$ cat config.mk
export PLATFORM = sky130hd
export DESIGN_NAME = rom_arbiter
export DESIGN_NICKNAME = d
export VERILOG_FILES = /design/src/rtl/rom_arb_pkg.sv /design/src/rtl/rom_arbiter_rr_pick.sv /design/src/rtl/rom_arbiter.sv
export SDC_FILE = /design/constraint.sdc
export NUM_CORES = 1
export LEC_CHECK = 0
export CORE_ASPECT_RATIO = 1.5
export CORE_MARGIN = 1.5
export CORE_UTILIZATION = 40
export DETAILED_ROUTE_END_ITERATION = 12
export PLACE_DENSITY = 0.84
export SLEW_MARGIN = 20
export SYNTH_ARGS = -nofsm -noshare
export SYNTH_HDL_FRONTEND = slang
export SYNTH_SLANG_ARGS = --single-unit
$ cat constraint.sdc
create_clock -name CLK -period 2.6 [get_ports CLK]
set_clock_uncertainty 0.15 [all_clocks]
set_input_delay 0.78 -clock CLK [delete_from_list [all_inputs] [get_ports CLK]]
set_output_delay 0.78 -clock CLK [all_outputs]
set_load 0.1 [all_outputs]
$ cat src/rtl/rom_arb_pkg.sv
// Shared types and constants for the program-ROM arbiter.
// Tags are carried at the maximum width and sliced to the configured requester count.
package rom_arb_pkg;

    localparam int ROM_ADDR_W = 8;
    localparam int ROM_DATA_W = 8;
    localparam int MAX_REQ    = 4;

    typedef enum logic [1:0] {
        IDLE,
        ARB,
        LOCKED
    } arb_state_e;

    typedef logic [MAX_REQ-1:0] req_tag_t;

endpackage

$ cat src/rtl/rom_arbiter_rr_pick.sv
// Combinational round-robin picker: first asserted request at or after ptr,
// wrapping modulo N, returned both as a one-hot grant and as an index.
module rr_pick #(
    parameter int N     = 2,
    parameter int PTR_W = 1
) (
    input  logic [N-1:0]     req,
    input  logic [PTR_W-1:0] ptr,
    output logic [N-1:0]     gnt,
    output logic [PTR_W-1:0] idx
);

    logic [PTR_W-1:0] cand;
    logic             found;

    always_comb begin
        gnt   = '0;
        idx   = '0;
        cand  = '0;
        found = 1'b0;
        for (int k = 0; k < N; k++) begin
            cand = PTR_W'((int'(ptr) + k) % N);
            if (!found && req[cand]) begin
                found     = 1'b1;
                gnt[cand] = 1'b1;
                idx       = cand;
            end
        end
    end

endmodule

$ cat src/rtl/rom_arbiter.sv
// Round-robin arbiter sharing one synchronous program ROM between NUM_REQ readers,
// with optional owner lock for bursts and a two-cycle tagged read return.
module rom_arbiter
    import rom_arb_pkg::*;
#(
    parameter int NUM_REQ = 2,
    parameter int ADDR_W  = ROM_ADDR_W,
    parameter int DATA_W  = ROM_DATA_W
) (
    input  logic                      CLK,
    input  logic                      RESET,
    input  logic [NUM_REQ-1:0]        REQ,
    input  logic [NUM_REQ*ADDR_W-1:0] REQ_ADDR,
    input  logic [NUM_REQ-1:0]        LOCK,
    output logic [NUM_REQ-1:0]        GNT,
    output logic [NUM_REQ-1:0]        RD_VALID,
    output logic [DATA_W-1:0]         RD_DATA,
    output logic [ADDR_W-1:0]         ROM_ADDR,
    input  logic [DATA_W-1:0]         ROM_DATA
);

    localparam int PTR_W = $clog2(NUM_REQ);

    arb_state_e       state_q, state_d;
    logic [PTR_W-1:0] ptr_q, ptr_d;
    logic [PTR_W-1:0] owner_q, owner_d;
    logic [ADDR_W-1:0] rom_addr_q, rom_addr_d;
    req_tag_t         tag1_q, tag1_d;
    req_tag_t         tag2_q, tag2_d;
    logic [DATA_W-1:0] rd_hold_q, rd_hold_d;

    logic [NUM_REQ-1:0] pick_gnt;
    logic [PTR_W-1:0]   pick_idx;
    logic [NUM_REQ-1:0] gnt;
    logic [PTR_W-1:0]   win;
    logic               accept;
    logic               any_req;
    logic [ADDR_W-1:0]  sel_addr;

    rr_pick #(
        .N     (NUM_REQ),
        .PTR_W (PTR_W)
    ) u_pick (
        .req (REQ),
        .ptr (ptr_q),
        .gnt (pick_gnt),
        .idx (pick_idx)
    );

    // Grant depends only on REQ, pointer, state and RESET; never on ROM_DATA.
    always_comb begin
        gnt = '0;
        win = pick_idx;
        if (RESET) begin
            gnt = '0;
        end else if (state_q == LOCKED) begin
            win = owner_q;
            if (REQ[owner_q]) begin
                gnt[owner_q] = 1'b1;
            end
        end else begin
            gnt = pick_gnt;
        end
    end

    assign accept   = |gnt;
    assign any_req  = |REQ;
    assign sel_addr = REQ_ADDR[int'(win)*ADDR_W +: ADDR_W];

    always_comb begin
        state_d = state_q;
        ptr_d   = ptr_q;
        owner_d = owner_q;
        if (state_q == LOCKED) begin
            if (!(accept && LOCK[owner_q])) begin
                state_d = any_req ? ARB : IDLE;
            end
        end else if (accept) begin
            ptr_d = (pick_idx == PTR_W'(NUM_REQ-1)) ? '0 : pick_idx + 1'b1;
            if (LOCK[pick_idx]) begin
                state_d = LOCKED;
                owner_d = pick_idx;
            end else begin
                state_d = any_req ? ARB : IDLE;
            end
        end else begin
            state_d = any_req ? ARB : IDLE;
        end
    end

    // Read pipeline: address/tag at the accept edge, tag follows the ROM's own register.
    always_comb begin
        rom_addr_d = accept ? sel_addr : rom_addr_q;
        tag1_d     = req_tag_t'(gnt);
        tag2_d     = tag1_q;
        rd_hold_d  = (|tag2_q) ? ROM_DATA : rd_hold_q;
    end

    always_ff @(posedge CLK or posedge RESET) begin
        if (RESET) begin
            state_q    <= IDLE;
            ptr_q      <= '0;
            owner_q    <= '0;
            rom_addr_q <= '0;
            tag1_q     <= '0;
            tag2_q     <= '0;
            rd_hold_q  <= '0;
        end else begin
            state_q    <= state_d;
            ptr_q      <= ptr_d;
            owner_q    <= owner_d;
            rom_addr_q <= rom_addr_d;
            tag1_q     <= tag1_d;
            tag2_q     <= tag2_d;
            rd_hold_q  <= rd_hold_d;
        end
    end

    assign GNT      = gnt;
    assign ROM_ADDR = rom_addr_q;
    assign RD_VALID = tag2_q[NUM_REQ-1:0];
    assign RD_DATA  = (|tag2_q) ? ROM_DATA : rd_hold_q;

endmodule

# Word-level counts from Yosys, hierarchy flattened
# Index checks and enable logic that the tools add are counted.
# Widths: inputs -> output; s select.
word_totals:
  ramBits: 0
  latchBits: 0
  n_memories: 0
  output_inout_bits: 20
  word_cells: 65
  romBits: 0
  reg_bits: 24
  in_bits: 30
classes:
  reduce_logical: 11
  mul: 0
  magnitude_cmp: 7
  n_mux: 33
  div_mod_pow: 0
  bitwise: 2
  addsub: 2
  shifts: 1
  n_eq_ne: 2
op_table:
  columns: ["operator", "n"]
  rows:
  - ["$mux 1", 20]
  - ["$mux 2", 9]
  - ["$shiftx 16x5->8", 1]
  - ["$lt 1x2->1 const B", 4]
  - ["$mux 8", 1]
  - ["$reduce_or 2->1", 3]
  - ["$logic_and 1x1->1", 5]
  - ["$demux 1 s1", 3]
  - ["$ge 1x1->1 const B", 3]
  - ["$reduce_and 3->1", 1]
  - ["$add 1x1->1 const B", 2]
  - ["$eq 2x2->1 const B", 1]
  - ["$ne 2x2->1 const B", 1]
  - ["$or 2x2->2", 1]
  - ["$reduce_and 2->1", 1]
  - ["$logic_not 1->1", 1]
  - ["$not 1->1", 1]

# Logic depth before layout (Yosys ltp)
# Gate-level depths: netlist of run 1.
logic_depth:
  ltp_word: 13
  depth_mapped: 6
  ltp_nobuf: 4

# Modules after synthesis
# A second synthesis of run 1 with hierarchy kept.
hier_totals:
  cells_unflattened: 97
  area_unflattened_um2: 1267.5
by_module_without_submodules:
  columns: ["module", "seq_area_each_um2", "n_inst", "area_per_inst_um2", "cells_per_inst"]
  rows:
  - ["rom_arbiter", 600.6, 1, 1237.4, 93]
  - ["rr_pick", 0.0, 1, 30.0, 4]

# Worst setup path after synthesis of run 1
# OpenSTA, ideal clock, no wires.
synth_timing:
  kind: "input -> output"
  from: "input port RESET"
  to: "output port GNT[0]"
  setup_slack_ns: -2.153
  arrival_ns: 3.823
  path_buffers: 0
  path_stages: 3
  required_ns: 1.670
  cell_sequence: "inv_1 nand2_1 a311oi_1"
synth_via:
  elab_chain_cells: 1
synth_rtl:
  columns: ["element", "line_no", "text"]
  rows:
  - ["start, declared", "rom_arbiter.sv:11", "input logic RESET,"]
  - ["$mux 2", "rom_arbiter.sv:54", "if (RESET) begin"]
  - ["end, declared", "rom_arbiter.sv:15", "output logic [NUM_REQ-1:0] GNT,"]
# Every way passes these cells.

# Final worst setup path of run 1
layout_timing:
  from: "input port ROM_DATA[7]"
  to: "output port RD_DATA[7]"
layout_via:
  elab_chain_cells: 1
layout_rtl:
  columns: ["element", "line_no", "text"]
  rows:
  - ["start, declared", "rom_arbiter.sv:19", "input logic [DATA_W-1:0] ROM_DATA"]
  - ["$mux 8", "rom_arbiter.sv:122", "assign RD_DATA = (|tag2_q) ? ROM_DATA : rd_hold_q;"]
  - ["end, declared", "rom_arbiter.sv:17", "output logic [DATA_W-1:0] RD_DATA,"]
# Every way passes these cells.

==> results.json, run 1 <==
{
  "status": "complete, no violations",
  "grt-ovfl-total": 0,
  "drcViolationCount": 0,
  "synthFlopType": "dfrtp_1",
  "rrSetupSlack_ps": 870,
  "place.detailed.hpwl_um": 2040,
  "crit_arrival_ps": 1660,
  "crit_slowest_cell": "clkdlybuf4s50_1",
  "timing.rr.start": "state_q[0]$_DFFE_PP0P_",
  "crit_type": "in2out",
  "cts_root_buf": "clkbuf_4",
  "final_layout_size_suffix_gt1_share_pct": 39.5,
  "grt_pass1_vias": 988,
  "yosysSeqAreaShare_pct": 56.8,
  "n_antenna_cell": 0,
  "path_max_fanout": 2,
  "required_ps": 1670,
  "worstHoldStart": "tag1_q[0]$_DFF_PP0_",
  "yosys_register_bits": 24,
  "cts_tree": "built",
  "clk_pin_slew_ps": 130,
  "critical_path.top_delay_family": "buffers and inverters",
  "cts_hold_buf": 0,
  "routed_wl_um": 2620,
  "slew_violations": 0,
  "grt_pass1_wl_um": 4360,
  "startpoint_type": "primary input",
  "track_usage_pct": 19.9,
  "htreeDepth": 1,
  "drt_first_pass_iters": 4,
  "p_leak_nw": 0.861,
  "hold_viol": 0,
  "min_path_type": "reg2reg",
  "ant_nets": 0,
  "maxCapViolations": 0,
  "cp_cell_sequence": "clkdlybuf4s50_1 -> mux2_2 -> buf_12",
  "cpPeakStageDelay_ps": 400,
  "setup.worst_path.end_class": "output port",
  "synthCells": 87,
  "drt_iter0_drc": 23,
  "synth_top_area_cell": "dfrtp_1",
  "r2r_end": "ROM_ADDR[1]$_DFFE_PP0N_",
  "wl_per_cell_um": 15.3,
  "max_freq_ghz": 0.387,
  "clk_latency_ps": 300,
  "core_region_area_sq_um": 2480,
  "synth_top_area_share_pct": 56.8,
  "die_w_um": 45.0,
  "die_area_sq_um": 2970,
  "yosysMostFrequentCell": "dfrtp_1",
  "start_util_pct": 42.7,
  "p_total_mw": 1.61,
  "fp-row-count": 22,
  "antenna_found_initial": 0,
  "fin_crit_sh_pct": 99.4,
  "grt_max_degree": 25,
  "max_slew.worst_pin.slew_ps": 303,
  "p_per_area_nw_per_um2": 872,
  "max-slew-margin-rel_pct": 79.8,
  "whs_endpoint": "tag2_q[0]$_DFF_PP0_",
  "setup_viol": 0,
  "vdd_ir_drop_max_mv": 0.536,
  "clockBufferDepth": 2,
  "synth_nets": 117,
  "fin_util_pct": 74.7,
  "yosys-top-cells-area": "dfrtp_1 57%, mux2i_1 9.5%, mux2_2 8.5%, nand2_1 4.3%, o21ai_1 2.8%",
  "portBuffers": 49,
  "yosys_warnings": 0,
  "startpoint": "ROM_DATA[7]",
  "cts.sinks": 24,
  "via_count": 907,
  "die_h_um": 66.0,
  "avgSynthCellArea_sq_um": 12.2,
  "area_delta_synth_final_pct": 75.1,
  "async_reset_ff_share_pct": 100,
  "rsz0062_at_grt": "true",
  "routed_via_density": 5.30,
  "post-route-min-period_ps": 2590,
  "cts_made_buffers": 3,
  "ios": 50,
  "place.gp.congestion": 0.812,
  "synth_edf_count": 0,
  "critical_path_buf_inv_count": 2,
  "whs_path_depth": 0,
  "r2r_cells": 5,
  "final_nets": 178,
  "ys_top_cells_by_count": "24 x dfrtp_1, 12 x nand2_1, 10 x mux2i_1, 8 x mux2_2, 6 x o21ai_1",
  "synth_cell_types": 25,
  "netlist_area_sq_um": 1060
}
[worst max-delay path by stage]
stage,to,slack [ps],cells past startpoint
floorplan,GNT[0],-430,3
global placement,GNT[0],-230,4
detailed placement,GNT[0],-260,4
CTS,RD_DATA[2],5,3
global route,RD_DATA[1],-20,3
finish,RD_DATA[7],10,3
[placed cells by master, fill, tap and decap left out, types with 3 or more instances in the layout]
master           synthesis  layout
clkbuf_4                 0       3
nor2_1                   4       3
mux2_2                   8       5
nand2_1                 12      11
mux2i_1                 10      10
clkdlybuf4s50_1          0      24
o21ai_1                  6       6
mux2_4                   0       3
buf_12                   0      12
buf_4                    0      17
dfrtp_1                 24      22
[layout make-up]
cell class	instances	area, sq um
inverter	1	7.51
clock buffer	3	22.5
sequential	24	603
clock inverter	1	30.0
timing repair buffer	58	648
tap	24	30.0
fill	160	626
multi-input combinational	60	510
[metal layers]
metal	GRT usage (%)	share of wire [%]	up-vias
met1	20.6	36	441
met3	3.55	5.9	2
met4	5.51	0.46	0
li1	-	-	434
met2	38.6	57	30
met5	0	0	-
[stage by stage]
step,setup WS (ps),hold WS [ps],cells,cell area [sq um],setup TNS (ps)
2_1_floorplan,-430,181,87,1110,-430
6_report,14.5,215,171,1850,0
3_3_place_gp,-230,182,165,1770,-925
5_1_grt,-21.4,234,171,1850,-86.6
4_1_cts,4.70,222,170,1840,0
3_5_place_dp,-262,192,165,1770,-1370
[where the power goes]
part,total (mW),internal (mW),switching [mW]
logic,0.877,0.306,0.571
clock network,0.260,0.156,0.104
registers,0.478,0.439,0.0382
[timing repair]
item                                    in CTS  in global routing
pin swaps                                    1                  1
buffers inserted                             1                  1
endpoints found under the setup margin      10                  9
gates cloned                                 0                  0
gates resized for setup                     12                  5
[kinds of logic after synthesis]
family                 synth area share (%)
DFF                                    56.8
and+or+nand+nor                        11.6
AOI/OAI and AO/OA                      12.4
muxes                                  18.0
buffers and inverters                  1.18
[state kept, by name, indices dropped and copies added, names as in the netlist]
signal	count
tag1_q	2
tag2_q	2
ROM_ADDR	8
ptr_q	1
rd_hold_q	8
state_q	2
owner_q	1
(Power assumes the default switching activity.)
==> inputs of run 2 (changes only) <==
--- a/config.mk
+++ b/config.mk
@@ -5,7 +5,6 @@
 export SDC_FILE = /design/constraint.sdc
 export NUM_CORES = 1
 export LEC_CHECK = 0
-export CORE_ASPECT_RATIO = 1.5
 export CORE_MARGIN = 1.5
 export CORE_UTILIZATION = 40
 export DETAILED_ROUTE_END_ITERATION = 12
==> run 2 against run 1 <==
Utilization shrank 1.1 points. Clock power shrank 25%. Wire length shrank 5.7%. Highest routed layer unchanged. Global-route usage shrank 1.4 points. Flip-flop and latch count is the same. Combinational power grew 0.5%. Sequential share of layout area grew 0.18 points. Cell area shrank 0.54%. Total power shrank 3.9%. Via count shrank 0.55%.
==> results.json, run 2 (synthesis gave the netlist of run 1 again) <==
{
  "min_path_type": "reg2reg",
  "rrSetupSlack_ps": 840,
  "post-route-min-period_ps": 2590,
  "whs_path_depth": 0,
  "core_region_area_sq_um": 2500,
  "wl_per_cell_um": 14.0,
  "start_util_pct": 42.3,
  "dpl_cell_area_sq_um": 1780,
  "p_total_mw": 1.55,
  "die_h_um": 54.4,
  "routed_via_density": 5.10,
  "crit_type": "in2out",
  "crit_arrival_ps": 1660,
  "fin_util_pct": 73.7,
  "dp_cells": 171,
  "slew_violations": 0,
  "worstHoldStart": "tag1_q[1]$_DFF_PP0_",
  "status": "complete, no violations",
  "hold_viol": 0,
  "via_count": 902,
  "grt-ovfl-total": 0,
  "routed_wl_um": 2470,
  "setup.worst_path.end_class": "output port",
  "startpoint": "ROM_DATA[1]",
  "startpoint_type": "primary input",
  "p_leak_nw": 0.862,
  "r2r_cells": 5,
  "ant_nets": 0,
  "final_layout_size_suffix_gt1_share_pct": 38.1,
  "portBuffers": 49,
  "timing.rr.start": "state_q[0]$_DFFE_PP0P_",
  "die_area_sq_um": 2960,
  "htreeDepth": 1,
  "whs_endpoint": "tag2_q[1]$_DFF_PP0_",
  "track_usage_pct": 18.6,
  "drt_iter0_drc": 13,
  "clockBufferDepth": 2,
  "layout_commonest_cell": "clkdlybuf4s50_1",
  "clk_latency_ps": 310,
  "cts_hold_buf": 0,
  "n_antenna_cell": 0,
  "critical_path.top_delay_family": "buffers and inverters",
  "r2r_end": "ROM_ADDR[0]$_DFFE_PP0N_",
  "cts_root_buf": "clkbuf_4",
  "die_w_um": 54.4,
  "cts.sinks": 24,
  "max_freq_ghz": 0.386,
  "place.detailed.hpwl_um": 2000,
  "cts_made_buffers": 3,
  "fin_crit_sh_pct": 99.7,
  "path_max_fanout": 2,
  "max-slew-margin-rel_pct": 79.8,
  "final_design_area_no_fill_sq_um": 1840,
  "drt_first_pass_iters": 4,
  "cpPeakStageDelay_ps": 410,
  "critical_path_buf_inv_count": 2,
  "setup_viol": 0,
  "final_nets": 178,
  "required_ps": 1670,
  "vdd_ir_drop_max_mv": 0.677,
  "drcViolationCount": 0,
  "ios": 50,
  "grt_max_degree": 25,
  "area_delta_synth_final_pct": 74.2,
  "rsz0062_at_grt": "true",
  "p_per_area_nw_per_um2": 843,
  "antenna_found_initial": 0,
  "cts_tree": "built",
  "clk_pin_slew_ps": 130,
  "whs_ps": 214,
  "place.gp.congestion": 0.815,
  "final_cells": 177,
  "fp-row-count": 18,
  "crit_slowest_cell": "clkdlybuf4s50_1",
  "fill_cells": 168,
  "maxCapViolations": 0,
  "grt_pass1_vias": 859,
  "cp_cell_sequence": "clkdlybuf4s50_1 -> mux2_2 -> buf_12",
  "cp_num_cells": 3,
  "max_slew.worst_pin.slew_ps": 302,
  "final_cell_mix": "23 x clkdlybuf4s50_1, 22 x dfrtp_1, 17 x buf_4",
  "grt_pass1_wl_um": 3800
}
-- run 2: metrics by stage --
| stage | setup TNS, ps | worst slack [ps] |
|---|---|---|
| after floorplan | -430 | -430 |
| after global placement | -1120 | -249 |
| after detailed placement | -1380 | -283 |
| after CTS | 0 | 2.00 |
| after global routing | -95.9 | -21.6 |
| final | 0 | 7.84 |
-- run 2: layout make-up --
type / instances / area, sq um / share of cell area (%)
Clock buffer: 4 / 36.3 / 1.97
Inverter: 1 / 7.51 / 0.408
Multi-Input combinational cell: 60 / 505 / 27.4
Sequential cell: 24 / 603 / 32.7
Tap cell: 30 / 37.5 / 2.04
Timing Repair Buffer: 58 / 652 / 35.4
-- run 2: worst max path at each step --
stage                     slack [ps]    endpoint
after floorplan                 -430      GNT[0]
after global placement          -250      GNT[0]
after detailed placement        -280      GNT[0]
after CTS                          2  RD_DATA[3]
after global routing             -20  RD_DATA[7]
final                              8  RD_DATA[1]
-- run 2: power by group --
group	total, mW	leakage [nW]	internal [mW]	switching, mW
clock	0.196	0.0210	0.0855	0.110
combinational	0.881	0.554	0.311	0.570
sequential	0.476	0.287	0.439	0.0364
-- run 2: per-layer routing --
metal	up-vias	GRT usage, %	routed length (um)
met4	0	10.0	57
met1	431	19.9	904
met2	30	34.3	1370
met3	4	3.01	143
li1	437	-	-
met5	-	0	0
-- run 2: repair_timing --
action | 4_1_cts | 5_1_grt
setup buffers | 0 | 2
setup endpoints to repair | 10 | 8
resized for setup | 13 | 5
hold endpoints to repair | 0 | 0
pin swaps | 1 | 2
